===== config.mk =====
export PLATFORM = sky130hd
export DESIGN_NAME = blink_mux_n_de2
export DESIGN_NICKNAME = d
export VERILOG_FILES = /design/src/rtl/blink_mux_n_de2.sv
export SDC_FILE = /design/constraint.sdc
export NUM_CORES = 1
export LEC_CHECK = 0
export BUFFER_PORTS_ARGS = -buffer_cell sky130_fd_sc_hd__buf_2
export CAP_MARGIN = 10
export CELL_PAD_IN_SITES_DETAIL_PLACEMENT = 1
export CELL_PAD_IN_SITES_GLOBAL_PLACEMENT = 2
export CORE_MARGIN = 3
export CORE_UTILIZATION = 35
export CTS_CLUSTER_DIAMETER = 60
export DETAILED_ROUTE_END_ITERATION = 12
export PLACE_DENSITY_LB_ADDON = 0.1
export SLEW_MARGIN = 5
export SYNTH_ARGS = -nofsm -noshare
export SYNTH_HDL_FRONTEND = slang
export SYNTH_SLANG_ARGS = --single-unit

===== constraint.sdc =====
create_clock -name CLOCK_50 -period 1.75 [get_ports CLOCK_50]
set_input_delay 0.0875 -clock CLOCK_50 [delete_from_list [all_inputs] [get_ports CLOCK_50]]
set_output_delay 0.0875 -clock CLOCK_50 [all_outputs]
set_load 0.01 [all_outputs]

===== src/rtl/blink_mux_n_de2.sv =====
// blink_mux_n_de2: N_CH free-running blink dividers with a glitch-free
// output multiplexer. Channel k blinks at F_BASE_HZ*(k+1). A change on SW
// is synchronised, then the switch FSM waits for the current channel to be
// low, moves act_sel to the new channel, holds out low until that channel
// rises, and pulses sw_done.
//
//   state         | meaning
//   --------------+----------------------------------------------------
//   RUN           | out follows EN & phase[act_sel]; watch for new select
//   WAIT_CUR_LOW  | switch pending; wait for current channel to be low
//   WAIT_TGT_RISE | act_sel moved; out held low until new channel rises
module blink_mux_n_de2 #(
    parameter int N_CH      = 4,
    parameter int SEL_W     = 2,
    parameter int CLK_HZ    = 50_000_000,
    parameter int F_BASE_HZ = 1
) (
    input  logic             CLOCK_50,
    input  logic             RESET,
    input  logic [SEL_W-1:0] SW,
    input  logic             EN,
    output logic             out,
    output logic [SEL_W-1:0] act_sel,
    output logic             busy,
    output logic             sw_done
);

    typedef enum logic [1:0] {
        RUN           = 2'd0,
        WAIT_CUR_LOW  = 2'd1,
        WAIT_TGT_RISE = 2'd2
    } state_t;

    function automatic int half_period(input int k);
        return CLK_HZ / (2 * F_BASE_HZ * (k + 1));
    endfunction

    // Refuse to build a configuration whose dividers cannot exist.
    if (N_CH < 2 || N_CH > 8) begin : g_bad_nch
        $error("blink_mux_n_de2: N_CH must be in 2..8");
    end
    if (SEL_W != $clog2(N_CH)) begin : g_bad_selw
        $error("blink_mux_n_de2: SEL_W must equal clog2(N_CH)");
    end
    for (genvar g = 0; g < N_CH; g++) begin : g_chk
        if (half_period(g) < 1) begin : g_bad_half
            $error("blink_mux_n_de2: a channel half-period is below 1 cycle");
        end
    end

    logic [31:0]      cnt_q [N_CH];
    logic [31:0]      cnt_d [N_CH];
    logic [N_CH-1:0]  phase_q, phase_d;
    logic [N_CH-1:0]  wrap;
    logic [N_CH-1:0]  rise;

    logic [SEL_W-1:0] sync1_q, sync1_d;
    logic [SEL_W-1:0] sync2_q, sync2_d;
    logic [SEL_W-1:0] sel_c;

    state_t           state_q, state_d;
    logic [SEL_W-1:0] act_sel_q, act_sel_d;
    logic [SEL_W-1:0] tgt_q, tgt_d;
    logic             busy_q, busy_d;
    logic             done_q, done_d;
    logic             out_q, out_d;

    // Dividers: count 0..H_k-1, toggle the phase on wrap; never gated.
    always_comb begin
        cnt_d   = cnt_q;
        phase_d = phase_q;
        wrap    = '0;
        rise    = '0;
        for (int k = 0; k < N_CH; k++) begin
            wrap[k] = (cnt_q[k] == 32'(half_period(k) - 1));
            rise[k] = wrap[k] & ~phase_q[k];
            if (wrap[k]) begin
                cnt_d[k]   = '0;
                phase_d[k] = ~phase_q[k];
            end else begin
                cnt_d[k] = cnt_q[k] + 32'd1;
            end
        end
    end

    // Two-flop synchroniser for the switch inputs.
    always_comb begin
        sync1_d = SW;
        sync2_d = sync1_q;
    end

    // Selects beyond the last channel map onto the last channel.
    always_comb begin
        sel_c = sync2_q;
        if (int'(sync2_q) >= N_CH) begin
            sel_c = SEL_W'(N_CH - 1);
        end
    end

    // Switch FSM next-state and registered-output logic.
    always_comb begin
        state_d   = state_q;
        act_sel_d = act_sel_q;
        tgt_d     = tgt_q;
        busy_d    = busy_q;
        done_d    = 1'b0;
        out_d     = EN & phase_q[act_sel_q];
        case (state_q)
            RUN: begin
                if (sel_c != act_sel_q) begin
                    tgt_d   = sel_c;
                    busy_d  = 1'b1;
                    state_d = WAIT_CUR_LOW;
                end
            end
            WAIT_CUR_LOW: begin
                tgt_d = sel_c;
                if (sel_c == act_sel_q) begin
                    // Request withdrawn before anything moved.
                    busy_d  = 1'b0;
                    state_d = RUN;
                end else if (!phase_q[act_sel_q]) begin
                    act_sel_d = sel_c;
                    state_d   = WAIT_TGT_RISE;
                end
            end
            WAIT_TGT_RISE: begin
                // Hold low so the new channel starts with a full high phase.
                out_d = 1'b0;
                if (rise[act_sel_q]) begin
                    busy_d  = 1'b0;
                    done_d  = 1'b1;
                    state_d = RUN;
                end
            end
            default: begin
                busy_d  = 1'b0;
                out_d   = 1'b0;
                state_d = RUN;
            end
        endcase
    end

    // All state, with synchronous reset taking priority over everything.
    always_ff @(posedge CLOCK_50) begin
        if (RESET) begin
            for (int k = 0; k < N_CH; k++) begin
                cnt_q[k] <= '0;
            end
            phase_q   <= '0;
            sync1_q   <= '0;
            sync2_q   <= '0;
            state_q   <= RUN;
            act_sel_q <= '0;
            tgt_q     <= '0;
            busy_q    <= 1'b0;
            done_q    <= 1'b0;
            out_q     <= 1'b0;
        end else begin
            for (int k = 0; k < N_CH; k++) begin
                cnt_q[k] <= cnt_d[k];
            end
            phase_q   <= phase_d;
            sync1_q   <= sync1_d;
            sync2_q   <= sync2_d;
            state_q   <= state_d;
            act_sel_q <= act_sel_d;
            tgt_q     <= tgt_d;
            busy_q    <= busy_d;
            done_q    <= done_d;
            out_q     <= out_d;
        end
    end

    assign out     = out_q;
    assign act_sel = act_sel_q;
    assign busy    = busy_q;
    assign sw_done = done_q;

endmodule

==> results of run 1 <==
worst max-delay path: cells and delay by family (launching register included):
family	cells	cell delay (ns)
DFF	1	0.35
and+or+nand+nor	5	1.19
buffers and inverters	1	0.22
stage by stage:
step           instance area, sq um  TNS, ns  power (mW)  setup WS (ns)  hold WS, ns
2_1_floorplan                  6860   -0.296        3.51         -0.102        0.216
3_3_place_gp                   8240    -7.29        3.61         -0.312        0.340
3_5_place_dp                   8240   -10.04        3.63         -0.234        0.342
4_1_cts                        9430    -1.71        7.81        -0.0796       0.0681
5_1_grt                       10600   -19.97        8.13         -0.212        0.141
6_report                      10600    -7.27        7.87         -0.137        0.103
timing repair:
item,in CTS,in global routing
cloned,2,9
hold buffers,3,0
gates resized for setup,73,228
pin swaps,24,92
endpoints found under the setup margin,104,133
endpoints found under the hold margin,3,0
setup buffers,15,9
metal layers:
metal	global-route usage [%]	part of all wire (%)	wire length (microns)
met1	24.1	42	9370
met2	35.4	54	11900
met3	4.00	1.9	411
met4	6.48	1.7	376
met5	0	0	0
flip-flops by register name (all words and copies together), names as in the netlist:
| register | count |
|---|---|
| sw_done | 1 |
| act_sel | 2 |
| sel_c | 2 |
| phase_q | 4 |
| busy | 1 |
| state_q | 2 |
| cnt_q | 128 |
| out | 1 |
| sync1_q | 2 |
synth_stat cells, types with 5 or more instances:
cell / number
sky130_fd_sc_hd__a21oi_1: 10
sky130_fd_sc_hd__and2_1: 5
sky130_fd_sc_hd__and3_1: 16
sky130_fd_sc_hd__and4_1: 12
sky130_fd_sc_hd__buf_2: 8
sky130_fd_sc_hd__clkbuf_1: 29
sky130_fd_sc_hd__dfxtp_1: 143
sky130_fd_sc_hd__ha_1: 5
sky130_fd_sc_hd__inv_1: 26
sky130_fd_sc_hd__nand2_1: 49
sky130_fd_sc_hd__nand3_1: 47
sky130_fd_sc_hd__nand4_1: 31
sky130_fd_sc_hd__nor2_1: 150
sky130_fd_sc_hd__nor3_1: 42
sky130_fd_sc_hd__nor4_1: 46
sky130_fd_sc_hd__nor4b_1: 12
sky130_fd_sc_hd__o21ai_0: 10
sky130_fd_sc_hd__or3_1: 7
sky130_fd_sc_hd__or4_1: 5
sky130_fd_sc_hd__xnor2_1: 93
sky130_fd_sc_hd__xor2_1: 24
power by group through the flow:
stage	registers [mW]	clock network, mW	logic [mW]
2_1_floorplan	3.39	0	0.118
3_3_place_gp	3.39	0	0.227
3_5_place_dp	3.39	0	0.238
4_1_cts	3.32	4.19	0.294
5_1_grt	3.32	4.34	0.464
6_report	3.32	4.11	0.433
how the worst max path moves through the flow:
stage	startpoint	endpoint	slack (ns)
finish	cnt_q[79]$_SDFF_PP0_	cnt_q[78]$_SDFF_PP0_	-0.14
global route	cnt_q[91]$_SDFF_PP0_	busy$_SDFFE_PP0P_	-0.21
CTS	cnt_q[32]$_SDFF_PP0_	state_q[1]$_SDFFE_PP0P_	-0.08
detailed placement	cnt_q[28]$_SDFF_PP0_	sw_done$_SDFF_PP0_	-0.23
global placement	cnt_q[28]$_SDFF_PP0_	sw_done$_SDFF_PP0_	-0.31
floorplan	cnt_q[98]$_SDFF_PP0_	cnt_q[125]$_SDFF_PP0_	-0.10
area by class of cell:
type	instances	area (sq um)
Clock inverter	10	183
Inverter	26	97.6
Timing Repair Buffer	197	1830
Fill cell	2087	8150
Clock buffer	22	474
Multi-Input combinational cell	598	4820
Tap cell	234	293
Sequential cell	143	2910
logic make-up (layout without fill, tap and decap cells):
logic type / count (synthesis) / in the layout / synth area share [%]
AND/OR/NAND/NOR: 447 / 447 / 34.3
flip-flops: 143 / 143 / 42.6
XOR/XNOR: 117 / 117 / 15.2
buffers and inverters: 67 / 255 / 4.07
AO/OA/AOI/OAI: 27 / 27 / 2.38
adder cells (fa/ha/maj): 6 / 6 / 1.08
multiplexers: 1 / 1 / 0.335
==> results_tabular.tex, run 1 <==
\begin{tabular}{lr}
\hline
Metric & Value \\
\hline
\multicolumn{2}{l}{\textbf{Min path}} \\
Type of the most critical hold path & in2reg \\
Hold Crit Endpoint & cnt\_q[125]\$\_SDFF\_PP0\_ \\
Hold\_sp & RESET \\
Worst hold path depth & 4 \\
\multicolumn{2}{l}{\textbf{Pwr}} \\
Worst-case vdd ir drop & 0.710 mV \\
Power density cells & $\sim$740 mW/mm\^{}2 \\
Proportion of power drawn by flip-flops and latches & 42.2\% \\
Fraction of power consumed by combinational cells & 5.5\% \\
NetSw & 1.72 mW \\
Internal power of the cells & 6.14 mW \\
Leakage power of the design & roughly 3.8 nW \\
Relative contribution of the clock network to total power & 52.3\% \\
Sw frac & 21.9\% \\
\multicolumn{2}{l}{\textbf{Yosys}} \\
Part of the Yosys area used for sequential elements & approximately 43\% \\
Seq cells post-synth & 143 \\
Syn Area/Cell & about 8.3 sq um \\
Net Count, Synth & 818 \\
Number of instances in the synthesized netlist & 808 \\
Number of enable flip-flop cells after synthesis & 0 \\
Number of library cell types mapped by synthesis & 46 \\
Share of Yosys cell area claimed by the top area cell type & about 43\% \\
Post-synthesis cell type with the largest combined area & sky130\_fd\_sc\_hd\_\_dfxtp\_1 \\
Leading cell types by total area after synthesis & sky130\_fd\_sc\_hd\_\_dfxtp\_1 43\%, sky130\_fd\_sc\_hd\_\_xnor2\_1 12\%, sky130\_fd\_sc\_hd\_\_nor2\_1 8.4\% \\
Synth Flop Type & sky130\_fd\_sc\_hd\_\_dfxtp\_1 \\
Number of warnings reported in the yosys synthesis log & 0 \\
Post-synthesis instance area & between 0.006 and 0.007 sq mm \\
Synth async-reset ratio & 0\% \\
\multicolumn{2}{l}{\textbf{Timing}} \\
Final setup violating endpoints & about 120 \\
Setup repair after global routing missed its margin & true \\
Number of endpoints with negative hold slack in the final report & 0 \\
Final slew viol count & 0 \\
Relative max-transition margin & 74.0\% \\
Slew at the pin with the worst max-slew slack & about 0.39 ns \\
Tmin final & 1.89 ns \\
Final worst clock skew & roughly 0.011 ns \\
Crit path setup slack, layout & -0.137 ns \\
Share of the clock period used by the worst path & 108\% \\
Maximum achievable frequency & 530 MHz \\
\multicolumn{2}{l}{\textbf{Setup path}} \\
Critical R2R Capture & cnt\_q[78]\$\_SDFF\_PP0\_ \\
Crit path launch type & flop \\
Arrival time of data at the critical path endpoint & 2.21 ns \\
Worst Setup End Kind & flop \\
Crit path max fanout & 8 \\
FF-to-FF setup slack & -0.14 ns \\
Worst setup path class & reg2reg \\
RR Startpoint & cnt\_q[79]\$\_SDFF\_PP0\_ \\
Worst path max stage delay & 0.35 ns \\
Depth of the worst register-to-register path & 6 \\
Worst path cell trace & nor4bb\_2 -> nand4\_1 -> nor4\_4 -> or2\_4 -> clkbuf\_16 -> nor2\_4 \\
Slowest stage cell on the critical path & sky130\_fd\_sc\_hd\_\_dfxtp\_1 \\
Required time at the endpoint of the critical path & 2.07 ns \\
\multicolumn{2}{l}{\textbf{Layout}} \\
Most frequent cells in the layout & 151 x sky130\_fd\_sc\_hd\_\_buf\_4, 112 x sky130\_fd\_sc\_hd\_\_dfxtp\_1, 84 x sky130\_fd\_sc\_hd\_\_xnor2\_1, 62 x sky130\_fd\_sc\_hd\_\_nor2\_4, 60 x sky130\_fd\_sc\_hd\_\_nor2\_1 \\
Post-layout nets & 993 \\
Number of antenna cells inserted & 0 \\
Commonest non-fill, non-tap cell in the layout & sky130\_fd\_sc\_hd\_\_buf\_4 \\
Ratio of cells with drive above 1 in the final layout & 44.6\% \\
Signed area change from the synthesized netlist to the final layout & 57.9\% \\
Fin util & 56.6\% \\
Number of standard cells in the layout, taps in and fillers out & 1230 \\
\multicolumn{2}{l}{\textbf{Detailed routing}} \\
Number of nets with antenna violations after detailed routing & 0 \\
Number of remaining DRC errors & 0 \\
Iteration-0 DRC Markers & 209 \\
Number of vias in the routed layout & 6471 \\
Detailed-route wire length per cell & between 15 and 20 microns \\
First drt pass iteration count & 4 \\
Number of vias per cell & 5.26 \\
Total wire length after detailed routing & 22100 microns \\
\multicolumn{2}{l}{\textbf{CTS}} \\
TritonCTS clock tree & done \\
CTS buffer count & 17 \\
Maximum buffer depth of the clock tree & 2 \\
H-tree level count & 4 \\
CTS sink count & 143 \\
Later-pin clock latency in the skew report & 0.43 ns \\
CTS clock-pin slew for the worst setup and hold paths & about 0.060 ns \\
Clock tree root buffer cell & sky130\_fd\_sc\_hd\_\_clkbuf\_16 \\
\multicolumn{2}{l}{\textbf{Floorplanning}} \\
Effective utilization at floorplan & 35.8\% \\
Total core area & 0.0188 sq mm \\
Number of standard-cell rows in the floorplan & 50 \\
Chip Height & 145 microns \\
Die width & 145 microns \\
Die outline area & 0.0209 sq mm \\
I/O pin cnt & 10 \\
\multicolumn{2}{l}{\textbf{Place}} \\
Hpwl dp & 13800 microns \\
Total instance count after detailed placement & between 1000 and 1500 \\
Final estimated routing congestion in global placement & 0.810 \\
Count of port buffers added during placement & 9 \\
\multicolumn{2}{l}{\textbf{Outcome}} \\
Violated checks & setup timing \\
Run status & complete, but fails checks \\
\multicolumn{2}{l}{\textbf{Flow run}} \\
Count of max-cap constraint violations & 0 \\
\multicolumn{2}{l}{\textbf{Global routing}} \\
Largest net degree at the start of global routing & 19 \\
Via count of the first global-routing pass & 6900 \\
All-Layer GR Usage & 19.9\% \\
Antenna violations before repair & 0 \\
Wire length of the first global-routing pass & between 30000 and 40000 microns \\
GR Overflow Total & 0 \\
\hline
\end{tabular}
No activity file was read; power rests on OpenSTA's default activity.
==> run 2, diff against run 1 <==
--- a/config.mk
+++ b/config.mk
@@ -10,7 +10,7 @@
 export CELL_PAD_IN_SITES_DETAIL_PLACEMENT = 1
 export CELL_PAD_IN_SITES_GLOBAL_PLACEMENT = 2
 export CORE_MARGIN = 3
-export CORE_UTILIZATION = 35
+export CORE_UTILIZATION = 39
 export CTS_CLUSTER_DIAMETER = 60
 export DETAILED_ROUTE_END_ITERATION = 12
 export PLACE_DENSITY_LB_ADDON = 0.1
==> constraint.sdc (replaced) <==
create_clock -name CLOCK_50 -period 1.8 [get_ports CLOCK_50]
set_input_delay 0.09 -clock CLOCK_50 [delete_from_list [all_inputs] [get_ports CLOCK_50]]
set_output_delay 0.09 -clock CLOCK_50 [all_outputs]
set_load 0.01 [all_outputs]
==> run 2 against run 1 <==
Compared with the run above:
- the run still ends with setup timing left
- non-clock buffer count is 49 lower
- wire length is 7.7% lower
- critical path depth is 2 higher
- flip-flop and latch count stayed put
- setup slack better by 0.072 ns
- clock power is 7.3% lower
- via count is 4.3% lower
- critical path type unchanged
- critical endpoint is now cnt_q[125]$_SDFF_PP0_
==> results_tabular.tex, run 2 (synthesis gave the netlist of run 1 again) <==
\begin{tabular}{lr}
\hline
Metric & Value \\
\hline
\multicolumn{2}{l}{\textbf{Setup path}} \\
Slowest stage cell on the critical path & sky130\_fd\_sc\_hd\_\_or4\_1 \\
Crit path max fanout & 5 (-3) \\
Top cell family by delay on the critical path & simple AND/OR/NAND/NOR gates \\
Arrival time of data at the critical path endpoint & 2.22 ns (about the same) \\
Worst Setup End Kind & flop \\
Most frequent CP cell & sky130\_fd\_sc\_hd\_\_buf\_6 \\
Required time at the endpoint of the critical path & 2.15 ns (+0.08 ns) \\
Crit path launch type & flop \\
Worst path max stage delay & 0.53 ns (+0.18 ns) \\
Number of buffer and inverter instances along the worst setup path & 2 (+1) \\
Worst setup path class & reg2reg \\
Worst path cell trace & ha\_4 -> and2\_4 -> nand3b\_1 -> buf\_6 -> o41ai\_4 -> buf\_6 -> or4\_1 -> o21ai\_1 \\
\multicolumn{2}{l}{\textbf{Layout}} \\
Post-layout nets & 944 (-4.9\%) \\
Number of standard cells in the layout, taps in and fillers out & 1167 (-5.1\%) \\
Ratio of cells with drive above 1 in the final layout & 33.9\% (-11 points) \\
Area taken by flip-flops and latches & 0.00292 sq mm (+0.17\%) \\
Flip-flop count of the largest register after layout & 128 (unchanged) \\
Largest registers & cnt\_q (128), phase\_q (4) \\
Area of the multi-input gates & 0.00434 sq mm (-9.9\%) \\
Filler cells & 1897 (-9.1\%) \\
Most frequent cells in the layout & 133 x sky130\_fd\_sc\_hd\_\_nor2\_1, 119 x sky130\_fd\_sc\_hd\_\_buf\_4, 112 x sky130\_fd\_sc\_hd\_\_dfxtp\_1, 90 x sky130\_fd\_sc\_hd\_\_xnor2\_1, 48 x sky130\_fd\_sc\_hd\_\_nand2\_1 \\
Reg with most FFs & cnt\_q \\
Commonest non-fill, non-tap cell in the layout & sky130\_fd\_sc\_hd\_\_nor2\_1 \\
Number of antenna cells inserted & 0 (unchanged) \\
Total non-filler cell area in the finished layout & 0.00954 sq mm (-10\%) \\
Signed area change from the synthesized netlist to the final layout & 41.9\% \\
\multicolumn{2}{l}{\textbf{Place}} \\
Final estimated routing congestion in global placement & 0.806 (-0.46\%) \\
Area after detailed placement & 0.00793 sq mm (-3.7\%) \\
Total instance count after detailed placement & 1120 (-3.7\%) \\
Hpwl dp & 13000 microns (-5.6\%) \\
Count of port buffers added during placement & 9 (unchanged) \\
\multicolumn{2}{l}{\textbf{Detailed routing}} \\
Wire length on met2 & 10600 microns (-11\%) \\
Total met3 wirelength after detailed routing & 447 microns (+8.8\%) \\
First drt pass iteration count & 4 (unchanged) \\
Detailed-route wire length per cell & 17.5 microns (-2.7\%) \\
Number of vias in the routed layout & 6191 (-4.3\%) \\
Iteration-0 DRC Markers & 254 (+22\%) \\
Number of remaining DRC errors & 0 (unchanged) \\
Top metal layer carrying routed signals & met4 \\
Met1 wire length & 9060 microns (-3.4\%) \\
Number of nets with antenna violations after detailed routing & 0 (unchanged) \\
Number of vias per cell & 5.31 (+0.84\%) \\
Total wire length after detailed routing & 20400 microns (-7.7\%) \\
\multicolumn{2}{l}{\textbf{Floorplanning}} \\
Die outline area & 0.0189 sq mm (-9.8\%) \\
Number of standard-cell rows in the floorplan & 47 (-6.0\%) \\
Die width & 137 microns (-5.0\%) \\
Total core area & 0.0167 sq mm (-11\%) \\
Chip Height & 137 microns (-5.0\%) \\
Effective utilization at floorplan & 40.3\% (+4.4 points) \\
I/O pin cnt & 10 (unchanged) \\
\multicolumn{2}{l}{\textbf{Global routing}} \\
Largest net degree at the start of global routing & 33 (+14) \\
Via count of the first global-routing pass & 6437 (-6.7\%) \\
Antenna violations before repair & 0 (unchanged) \\
GR Overflow Total & 0 (unchanged) \\
All-Layer GR Usage & 20.4\% (+0.50 points) \\
Wire length of the first global-routing pass & 30800 microns (-8.2\%) \\
\multicolumn{2}{l}{\textbf{Pwr}} \\
Proportion of power drawn by flip-flops and latches & 44.1\% (+1.9 points) \\
Fraction of power consumed by combinational cells & 3.7\% (-1.8 points) \\
Leakage power of the design & 3.46 nW (-8.3\%) \\
Internal power of the cells & 5.74 mW (-6.5\%) \\
Relative contribution of the clock network to total power & 52.2\% (about the same) \\
NetSw & 1.55 mW (-10\%) \\
Sw frac & 21.3\% (-0.65 points) \\
Worst-case vdd ir drop & 0.832 mV (+17\%) \\
Power density cells & 765 mW/mm\^{}2 (+3.2\%) \\
\multicolumn{2}{l}{\textbf{Timing}} \\
Final slew viol count & 0 (unchanged) \\
Number of endpoints with negative hold slack in the final report & 0 (unchanged) \\
Relative max-transition margin & 68.8\% (-5.2 points) \\
Setup repair after global routing missed its margin & true \\
Maximum achievable frequency & 536 MHz (+1.2\%) \\
Setup Total Neg Slack & -0.156 ns (+7.12 ns) \\
Slew at the pin with the worst max-slew slack & 0.466 ns (+0.0779 ns) \\
Crit path setup slack, layout & -0.0647 ns (+0.0721 ns) \\
Final setup violating endpoints & 7 (-94\%) \\
Tmin final & 1.86 ns (-0.0221 ns) \\
Share of the clock period used by the worst path & 104\% (-4.2 points) \\
Final worst clock skew & 0.00922 ns (-0.00132 ns) \\
\multicolumn{2}{l}{\textbf{Min path}} \\
Type of the most critical hold path & in2reg \\
\multicolumn{2}{l}{\textbf{CTS}} \\
Later-pin clock latency in the skew report & 0.42 ns (about the same) \\
H-tree level count & 4 (unchanged) \\
TritonCTS clock tree & done \\
CTS buffer count & 17 (unchanged) \\
CTS sink count & 143 (unchanged) \\
CTS clock-pin slew for the worst setup and hold paths & 0.06 ns (about the same) \\
Maximum buffer depth of the clock tree & 2 (unchanged) \\
Clock tree root buffer cell & sky130\_fd\_sc\_hd\_\_clkbuf\_16 \\
\multicolumn{2}{l}{\textbf{Outcome}} \\
Violated checks & setup timing \\
Run status & complete, but fails checks \\
\multicolumn{2}{l}{\textbf{Flow run}} \\
Count of max-cap constraint violations & 0 (unchanged) \\
\hline
\end{tabular}
-- run 2: power by group through the flow --
stage / logic, mW / clock network, mW / registers, mW
6_report: 0.266 / 3.81 / 3.22
5_1_grt: 0.294 / 4.07 / 3.22
4_1_cts: 0.239 / 3.88 / 3.22
3_5_place_dp: 0.224 / 0 / 3.29
3_3_place_gp: 0.213 / 0 / 3.29
2_1_floorplan: 0.114 / 0 / 3.29
-- run 2: final timing paths --
| kind | from | to | slack [ns] | cells after the start |
|---|---|---|---|---|
| max | cnt_q[97]$_SDFF_PP0_ | cnt_q[125]$_SDFF_PP0_ | -0.06 | 8 |
| min | RESET | cnt_q[125]$_SDFF_PP0_ | 0.10 | 4 |
| max reg2reg | cnt_q[97]$_SDFF_PP0_ | cnt_q[125]$_SDFF_PP0_ | -0.06 | 8 |
| min reg2reg | sync1_q[0]$_SDFF_PP0_ | sel_c[0]$_SDFF_PP0_ | 0.44 | 1 |
-- run 2: per-layer routing --
layer	vias to the layer above	GRT usage (%)
li1	3041	-
met1	3076	25.1
met2	57	35.3
met3	17	5.00
met4	0	6.21
met5	-	0
-- run 2: timing repair --
item	4_1_cts	5_1_grt
endpoints found under the setup margin	114	131
hold buffers	3	0
gates resized for setup	50	134
endpoints found under the hold margin	3	0
pin swaps	13	47
buffers inserted	3	8
cloned	1	2
-- run 2: worst register-to-register path: stages (launching register included) --
cell and delay [ns]:
sky130_fd_sc_hd__dfxtp_4 0.36, sky130_fd_sc_hd__ha_4 0.16, sky130_fd_sc_hd__and2_4 0.15, sky130_fd_sc_hd__nand3b_1 0.14, sky130_fd_sc_hd__buf_6 0.14, sky130_fd_sc_hd__o41ai_4 0.08
sky130_fd_sc_hd__buf_6 0.16, sky130_fd_sc_hd__or4_1 0.53, sky130_fd_sc_hd__o21ai_1 0.09
-- run 2: area by class of cell --
| cell class | instances | share of cell area (%) |
|---|---|---|
| Tap cell | 220 | 2.88 |
| Sequential cell | 143 | 30.6 |
| Clock inverter | 10 | 1.67 |
| Inverter | 26 | 1.02 |
| Timing Repair Buffer | 148 | 13.4 |
| Multi-Input combinational cell | 598 | 45.5 |
| Clock buffer | 22 | 4.97 |
-- run 2: through the flow --
| step | setup WS, ns | total power [mW] | hold slack (ns) | utilization [%] |
|---|---|---|---|---|
| after global placement | -0.181 | 3.50 | 0.337 | 47.5 |
| final | -0.0647 | 7.30 | 0.104 | 57.1 |
| after detailed placement | -0.221 | 3.52 | 0.341 | 47.5 |
| after global routing | -0.162 | 7.58 | 0.132 | 57.1 |
| after CTS | -0.0335 | 7.34 | 0.0788 | 53.0 |
| after floorplan | -0.0600 | 3.41 | 0.218 | - |
